**config.mk**
```make
export PLATFORM = sky130hd
export DESIGN_NAME = sram_port0_arbiter_flat
export DESIGN_NICKNAME = d
export VERILOG_FILES = /design/src/rtl/sram_port0_arbiter_if.sv /design/src/rtl/sram_port0_arbiter.sv /design/src/flat_wrapper.sv
export SDC_FILE = /design/constraint.sdc
export NUM_CORES = 1
export LEC_CHECK = 0
export ABC_AREA = 0
export CELL_PAD_IN_SITES_DETAIL_PLACEMENT = 1
export CELL_PAD_IN_SITES_GLOBAL_PLACEMENT = 1
export CORE_MARGIN = 2
export CORE_UTILIZATION = 24
export DETAILED_ROUTE_END_ITERATION = 10
export GPL_ROUTABILITY_DRIVEN = 0
export PLACE_DENSITY = 0.8
export SYNTH_ARGS = -nofsm -noshare
export SYNTH_HDL_FRONTEND = slang
export SYNTH_SLANG_ARGS = --single-unit
```
**constraint.sdc**
```tcl
create_clock -name clk -period 3.2 [get_ports clk]
set_clock_uncertainty 0.2 [all_clocks]
set_input_delay 0.8 -clock clk [delete_from_list [all_inputs] [get_ports clk]]
set_output_delay 0.8 -clock clk [all_outputs]
set_load 0.01 [all_outputs]
```
**src/rtl/sram_port0_arbiter_if.sv**
```systemverilog
// Bus bundle between the two core-side requesters, the port-0 arbiter and the SRAM macro pins.
interface sram_port0_arbiter_if #(
  parameter int ADDR_WIDTH = 9,
  parameter int DATA_WIDTH = 32,
  parameter int NUM_WMASKS = 4,
  parameter int CNT_WIDTH  = 16
);
  logic                  arb_en;
  logic                  rq0_valid, rq0_ready, rq0_we;
  logic [NUM_WMASKS-1:0] rq0_wmask;
  logic [ADDR_WIDTH-1:0] rq0_addr;
  logic [DATA_WIDTH-1:0] rq0_wdata;
  logic                  rq1_valid, rq1_ready, rq1_we;
  logic [NUM_WMASKS-1:0] rq1_wmask;
  logic [ADDR_WIDTH-1:0] rq1_addr;
  logic [DATA_WIDTH-1:0] rq1_wdata;
  logic                  rsp0_valid, rsp1_valid;
  logic [DATA_WIDTH-1:0] rsp0_rdata, rsp1_rdata;
  logic                  sram_csb0, sram_web0;
  logic [NUM_WMASKS-1:0] sram_wmask0;
  logic [ADDR_WIDTH-1:0] sram_addr0;
  logic [DATA_WIDTH-1:0] sram_din0, sram_dout0;
  logic [CNT_WIDTH-1:0]  grant_cnt0, grant_cnt1;

  modport slave (
    input  arb_en,
    input  rq0_valid, rq0_we, rq0_wmask, rq0_addr, rq0_wdata,
    input  rq1_valid, rq1_we, rq1_wmask, rq1_addr, rq1_wdata,
    input  sram_dout0,
    output rq0_ready, rq1_ready,
    output rsp0_valid, rsp0_rdata, rsp1_valid, rsp1_rdata,
    output sram_csb0, sram_web0, sram_wmask0, sram_addr0, sram_din0,
    output grant_cnt0, grant_cnt1
  );

  modport master (
    output arb_en,
    output rq0_valid, rq0_we, rq0_wmask, rq0_addr, rq0_wdata,
    output rq1_valid, rq1_we, rq1_wmask, rq1_addr, rq1_wdata,
    output sram_dout0,
    input  rq0_ready, rq1_ready,
    input  rsp0_valid, rsp0_rdata, rsp1_valid, rsp1_rdata,
    input  sram_csb0, sram_web0, sram_wmask0, sram_addr0, sram_din0,
    input  grant_cnt0, grant_cnt1
  );
endinterface

```
**src/rtl/sram_port0_arbiter.sv**
```systemverilog
// Round-robin arbiter for SRAM port 0 with a 2-cycle in-order read pipeline.
// Optional saturating grant counters: define SRAM_ARB_GRANT_CNT_EN.
module sram_port0_arbiter #(
  parameter int ADDR_WIDTH = 9,
  parameter int DATA_WIDTH = 32,
  parameter int NUM_WMASKS = 4,
  parameter int CNT_WIDTH  = 16
) (
  input logic                 clk,
  input logic                 rst,
  sram_port0_arbiter_if.slave bus
);
  logic [1:0]                 w_vld, w_we, w_gnt;
  logic [1:0][NUM_WMASKS-1:0] w_wmask;
  logic [1:0][ADDR_WIDTH-1:0] w_addr;
  logic [1:0][DATA_WIDTH-1:0] w_wdata;
  logic                       w_any, w_sel;
  logic                       r_last_gnt;
  logic [1:0]                 r_vld_pipe, r_own_pipe;
  logic [1:0][DATA_WIDTH-1:0] r_rdata;

  assign w_vld   = {bus.rq1_valid, bus.rq0_valid};
  assign w_we    = {bus.rq1_we,    bus.rq0_we};
  assign w_wmask = {bus.rq1_wmask, bus.rq0_wmask};
  assign w_addr  = {bus.rq1_addr,  bus.rq0_addr};
  assign w_wdata = {bus.rq1_wdata, bus.rq0_wdata};

  // On contention the requester that did not win last time gets the port.
  always_comb begin
    w_gnt = 2'b00;
    if (bus.arb_en && !rst) begin
      if (&w_vld) w_gnt = r_last_gnt ? 2'b01 : 2'b10;
      else        w_gnt = w_vld;
    end
  end

  assign w_any = |w_gnt;
  assign w_sel = w_gnt[1];

  assign bus.rq0_ready   = w_gnt[0];
  assign bus.rq1_ready   = w_gnt[1];
  assign bus.sram_csb0   = ~w_any;
  assign bus.sram_web0   = ~(w_any & w_we[w_sel]);
  assign bus.sram_wmask0 = w_any ? w_wmask[w_sel] : '0;
  assign bus.sram_addr0  = w_any ? w_addr[w_sel]  : '0;
  assign bus.sram_din0   = w_any ? w_wdata[w_sel] : '0;

  // vld_pipe[0]: macro is reading this cycle; vld_pipe[1]: response cycle.
  always_ff @(posedge clk or posedge rst) begin
    if (rst) begin
      r_last_gnt <= 1'b1;
      r_vld_pipe <= 2'b00;
      r_own_pipe <= 2'b00;
      r_rdata    <= '0;
    end else begin
      if (w_any) r_last_gnt <= w_sel;
      r_vld_pipe <= {r_vld_pipe[0], w_any & ~w_we[w_sel]};
      r_own_pipe <= {r_own_pipe[0], w_sel};
      if (r_vld_pipe[0]) r_rdata[r_own_pipe[0]] <= bus.sram_dout0;
    end
  end

  assign bus.rsp0_valid = r_vld_pipe[1] & ~r_own_pipe[1];
  assign bus.rsp1_valid = r_vld_pipe[1] &  r_own_pipe[1];
  assign bus.rsp0_rdata = r_rdata[0];
  assign bus.rsp1_rdata = r_rdata[1];

`ifdef SRAM_ARB_GRANT_CNT_EN
  logic [1:0][CNT_WIDTH-1:0] r_gcnt;

  always_ff @(posedge clk or posedge rst) begin
    if (rst) begin
      r_gcnt <= '0;
    end else begin
      for (int i = 0; i < 2; i++)
        if (w_gnt[i] && !(&r_gcnt[i])) r_gcnt[i] <= r_gcnt[i] + CNT_WIDTH'(1);
    end
  end

  assign bus.grant_cnt0 = r_gcnt[0];
  assign bus.grant_cnt1 = r_gcnt[1];
`else
  assign bus.grant_cnt0 = {CNT_WIDTH{1'b0}};
  assign bus.grant_cnt1 = {CNT_WIDTH{1'b0}};
`endif
endmodule

```
**src/flat_wrapper.sv**
```systemverilog
// flat-port wrapper written by rule: the top's interface ports become plain ports
module sram_port0_arbiter_flat 
#(
  parameter int ADDR_WIDTH = 9,
  parameter int DATA_WIDTH = 32,
  parameter int NUM_WMASKS = 4,
  parameter int CNT_WIDTH  = 16
)
  (clk, rst, bus_arb_en, bus_rq0_valid, bus_rq0_we, bus_rq0_wmask, bus_rq0_addr, bus_rq0_wdata, bus_rq1_valid, bus_rq1_we, bus_rq1_wmask, bus_rq1_addr, bus_rq1_wdata, bus_sram_dout0, bus_rq0_ready, bus_rq1_ready, bus_rsp0_valid, bus_rsp0_rdata, bus_rsp1_valid, bus_rsp1_rdata, bus_sram_csb0, bus_sram_web0, bus_sram_wmask0, bus_sram_addr0, bus_sram_din0, bus_grant_cnt0, bus_grant_cnt1);
  sram_port0_arbiter_if #(.ADDR_WIDTH(ADDR_WIDTH), .DATA_WIDTH(DATA_WIDTH), .NUM_WMASKS(NUM_WMASKS), .CNT_WIDTH(CNT_WIDTH)) bus_i ();
  input logic clk;
  input logic rst;
  input wire logic [$bits(bus_i.arb_en)-1:0] bus_arb_en;
  input wire logic [$bits(bus_i.rq0_valid)-1:0] bus_rq0_valid;
  input wire logic [$bits(bus_i.rq0_we)-1:0] bus_rq0_we;
  input wire logic [$bits(bus_i.rq0_wmask)-1:0] bus_rq0_wmask;
  input wire logic [$bits(bus_i.rq0_addr)-1:0] bus_rq0_addr;
  input wire logic [$bits(bus_i.rq0_wdata)-1:0] bus_rq0_wdata;
  input wire logic [$bits(bus_i.rq1_valid)-1:0] bus_rq1_valid;
  input wire logic [$bits(bus_i.rq1_we)-1:0] bus_rq1_we;
  input wire logic [$bits(bus_i.rq1_wmask)-1:0] bus_rq1_wmask;
  input wire logic [$bits(bus_i.rq1_addr)-1:0] bus_rq1_addr;
  input wire logic [$bits(bus_i.rq1_wdata)-1:0] bus_rq1_wdata;
  input wire logic [$bits(bus_i.sram_dout0)-1:0] bus_sram_dout0;
  output wire logic [$bits(bus_i.rq0_ready)-1:0] bus_rq0_ready;
  output wire logic [$bits(bus_i.rq1_ready)-1:0] bus_rq1_ready;
  output wire logic [$bits(bus_i.rsp0_valid)-1:0] bus_rsp0_valid;
  output wire logic [$bits(bus_i.rsp0_rdata)-1:0] bus_rsp0_rdata;
  output wire logic [$bits(bus_i.rsp1_valid)-1:0] bus_rsp1_valid;
  output wire logic [$bits(bus_i.rsp1_rdata)-1:0] bus_rsp1_rdata;
  output wire logic [$bits(bus_i.sram_csb0)-1:0] bus_sram_csb0;
  output wire logic [$bits(bus_i.sram_web0)-1:0] bus_sram_web0;
  output wire logic [$bits(bus_i.sram_wmask0)-1:0] bus_sram_wmask0;
  output wire logic [$bits(bus_i.sram_addr0)-1:0] bus_sram_addr0;
  output wire logic [$bits(bus_i.sram_din0)-1:0] bus_sram_din0;
  output wire logic [$bits(bus_i.grant_cnt0)-1:0] bus_grant_cnt0;
  output wire logic [$bits(bus_i.grant_cnt1)-1:0] bus_grant_cnt1;
  assign bus_i.arb_en = bus_arb_en;
  assign bus_i.rq0_valid = bus_rq0_valid;
  assign bus_i.rq0_we = bus_rq0_we;
  assign bus_i.rq0_wmask = bus_rq0_wmask;
  assign bus_i.rq0_addr = bus_rq0_addr;
  assign bus_i.rq0_wdata = bus_rq0_wdata;
  assign bus_i.rq1_valid = bus_rq1_valid;
  assign bus_i.rq1_we = bus_rq1_we;
  assign bus_i.rq1_wmask = bus_rq1_wmask;
  assign bus_i.rq1_addr = bus_rq1_addr;
  assign bus_i.rq1_wdata = bus_rq1_wdata;
  assign bus_i.sram_dout0 = bus_sram_dout0;
  assign bus_rq0_ready = bus_i.rq0_ready;
  assign bus_rq1_ready = bus_i.rq1_ready;
  assign bus_rsp0_valid = bus_i.rsp0_valid;
  assign bus_rsp0_rdata = bus_i.rsp0_rdata;
  assign bus_rsp1_valid = bus_i.rsp1_valid;
  assign bus_rsp1_rdata = bus_i.rsp1_rdata;
  assign bus_sram_csb0 = bus_i.sram_csb0;
  assign bus_sram_web0 = bus_i.sram_web0;
  assign bus_sram_wmask0 = bus_i.sram_wmask0;
  assign bus_sram_addr0 = bus_i.sram_addr0;
  assign bus_sram_din0 = bus_i.sram_din0;
  assign bus_grant_cnt0 = bus_i.grant_cnt0;
  assign bus_grant_cnt1 = bus_i.grant_cnt1;
  sram_port0_arbiter #(.ADDR_WIDTH(ADDR_WIDTH), .DATA_WIDTH(DATA_WIDTH), .NUM_WMASKS(NUM_WMASKS), .CNT_WIDTH(CNT_WIDTH)) u_core (.clk(clk), .rst(rst), .bus(bus_i));
endmodule
```
==> impl_metrics.tcl <==
set metrics [dict create \
    hp-class "reg2reg" \
    drive_gt1_share_pct 26.07 \
    routed_via_density 4.332 \
    maxCapViolCount 0 \
    finalSetupTns_ns 0 \
    startpoint_type "primary input" \
    syn2layout_area_growth_pct 81.30 \
    worstMarginPinSlew_ns 0.6773 \
    hold_slack_ns 0.2034 \
    start_util_pct 24.52 \
    clock_path_buffers 2 \
    clk_latency_ns 0.32 \
    hpwl_um 10210 \
    multi_input_comb_area_sq_um 1740 \
    fin_util_pct 44.45 \
    fin_nets 734 \
    grt_pass1_vias 3854 \
    portBuffers 243 \
    drtAntennaViolNets 0 \
    max_freq_ghz 0.3191 \
    route.detailed.drc 0 \
    layout_commonest_cell "clkdlybuf4s50_1" \
    p_per_area_nw_per_um2 505.9 \
    seq_area_sq_um 1728 \
    htree_levels 3 \
    root_buffer "clkbuf_16" \
    use_met2_pct 30.38 \
    ys_seq_elements 69 \
    leakage_nw 2.931 \
    grtUsageTotal_pct 15.80 \
    grt_util_met3_pct 4.158 \
    arrival_ns 2.13 \
    drt_pass1_iterations 3 \
    final_cell_mix "clkdlybuf4s50_1, nand2_1, dfrtp_1" \
    rows 45 \
    fin_crit_sh_pct 97.93 \
    critPathKind "in2out" \
    drt_iter0_markers 73 \
    syn-cell-area_sq_um 3714 \
    ys_warn_count 0 \
    path_max_fanout 12 \
    clk_transition_reported_paths_ns 0.06 \
    dieArea_sq_um 16480 \
    antenna_found_initial 0 \
    grt.overflow.total 0 \
    critPathRequiredTime_ns 2.20 \
    fin_crit_ns 3.134 \
    drt-total-wl_um 13290 \
    grt_max_degree 70 \
    hold_violations 0 \
    cts_tree "built" \
    slew_headroom_pct 54.75 \
    syn-instance-count 343 \
    core_sq_um 15150 \
    routed_wire_length_per_instance_um 16.66 \
    ir_worst_vdd_v 0.0002037 \
    maxSlewViolCount 0 \
    cts_sinks 69 \
    die_h_um 128.4 \
    dpl-instance-area_sq_um 6330 \
    avgSynthCellArea_sq_um 10.83 \
    status "finished clean" \
    rsz0062_at_grt "true" \
    finalPower_w 0.003406 \
    n_antenna_cell 0 \
    grt_busiest_layer "met2" \
    grt.met1_usage_pct 16.81 \
    grt_pass1_wl_um 20310 \
    cts_buffers 9 \
    num_vias 3457 \
    final_area_sq_um 6733 \
    ys_seq_area_share_pct 46.53 \
    die_w_um 128.4 \
    yosysUniqueCellTypes 26 \
    num-fill-cells 1687 \
    ioPinCount 276 \
    finalSetupViolCount 0 \
    end_kind "output pin" \
]
what timing repair did:
item | in CTS | in global routing
gates cloned | 5 | 0
setup endpoints to repair | 49 | 28
gates resized for setup | 194 | 10
hold buffers | 0 | 0
pin swaps | 3 | 0
buffers inserted | 8 | 1
worst paths after layout:
check	start	slack (ns)	endpoint	cells past startpoint
max in group asynchronous	rst	1.93	u_core.r_last_gnt$_DFFE_PP1P_	4
hold reg to reg	u_core.r_vld_pipe[0]$_DFF_PP0_	0.20	u_core.r_vld_pipe[1]$_DFF_PP0_	0
min in group asynchronous	rst	0.53	u_core.bus.rsp1_rdata[20]$_DFFE_PP0P_	4
setup / recovery	bus_rq0_valid	0.07	bus_sram_din0[7]	9
hold / removal	u_core.r_vld_pipe[0]$_DFF_PP0_	0.20	u_core.r_vld_pipe[1]$_DFF_PP0_	0
setup reg to reg	u_core.r_own_pipe[0]$_DFF_PP0_	1.16	u_core.bus.rsp0_rdata[9]$_DFFE_PP0P_	3
synth_stat cells:
cell / count / share of area [%]
buf_2: 10 / 1.3
buf_12: 2 / 1.1
a21boi_2: 1 / 0.30
mux2_1: 60 / 18
a21bo_1: 1 / 0.27
nor2b_4: 1 / 0.37
nor2b_1: 2 / 0.34
inv_1: 2 / 0.20
a21oi_1: 18 / 2.4
a21o_1: 1 / 0.20
mux2_2: 4 / 1.2
and2_1: 2 / 0.34
dfstp_2: 1 / 0.71
nand3_1: 1 / 0.13
a31oi_1: 1 / 0.17
dfrtp_1: 68 / 46
clkbuf_1: 1 / 0.10
buf_4: 40 / 8.1
conb_1: 1 / 0.10
a21oi_2: 29 / 6.8
nand2_1: 74 / 7.5
buf_6: 1 / 0.30
a21boi_1: 1 / 0.20
nand2_2: 19 / 3.2
nor3b_2: 1 / 0.34
o21ai_2: 1 / 0.24
sequential cells by signal, indices dropped and copies added (netlist names):
signal,cells
u_core.r_own_pipe,2
u_core.r_vld_pipe,2
u_core.bus.rsp0_rdata,32
u_core.r_last_gnt,1
u_core.bus.rsp1_rdata,32
area by class of cell:
class	instances	share of cell area [%]
clock buffer	11	3.754
clock inverter	5	1.208
inverter	2	0.1115
multi-input combinational	249	25.85
sequential	69	25.66
tap	188	3.494
timing repair buffer	274	39.92
through the flow:
step           setup WS [ns]  cells
6_report             0.06619    798
5_1_grt             -0.01111    798
4_1_cts             -0.07921    797
3_5_place_dp         -0.4398    768
3_3_place_gp         -0.3945    768
2_1_floorplan         0.4618    374
critical path, cell delays in order:
cell	delay (ns)
clkdlybuf4s15_2	0.23
a21boi_4	0.22
buf_6	0.14
buf_4	0.11
buf_12	0.10
buf_16	0.14
nand2_2	0.06
a21oi_2	0.12
clkdlybuf4s15_2	0.23
routing by layer:
layer / part of all wire [%] / wire (um)
met1: 37 / 4871
met2: 54 / 7219
met3: 7.8 / 1033
met4: 1.3 / 167
met5: 0 / 0
report_power, final:
| part | total (W) | switching (W) | internal, W |
|---|---|---|---|
| logic | 0.00114 | 0.000459 | 0.000682 |
| clock network | 0.00109 | 0.000364 | 0.000726 |
| registers | 0.00117 | 0.000107 | 0.00107 |
cells by family (layout without fill, tap and decap cells):
logic type             Yosys count  count (layout)  synth area share [%]
AOI/OAI and AO/OA               53              53                 10.65
buffers and inverters           56             292                 11.12
DFF                             69              69                 46.53
muxes                           64              64                 19.41
other                            1              32                0.1010
and+or+nand+nor                100             100                 12.20
(Power assumes the default switching activity.)
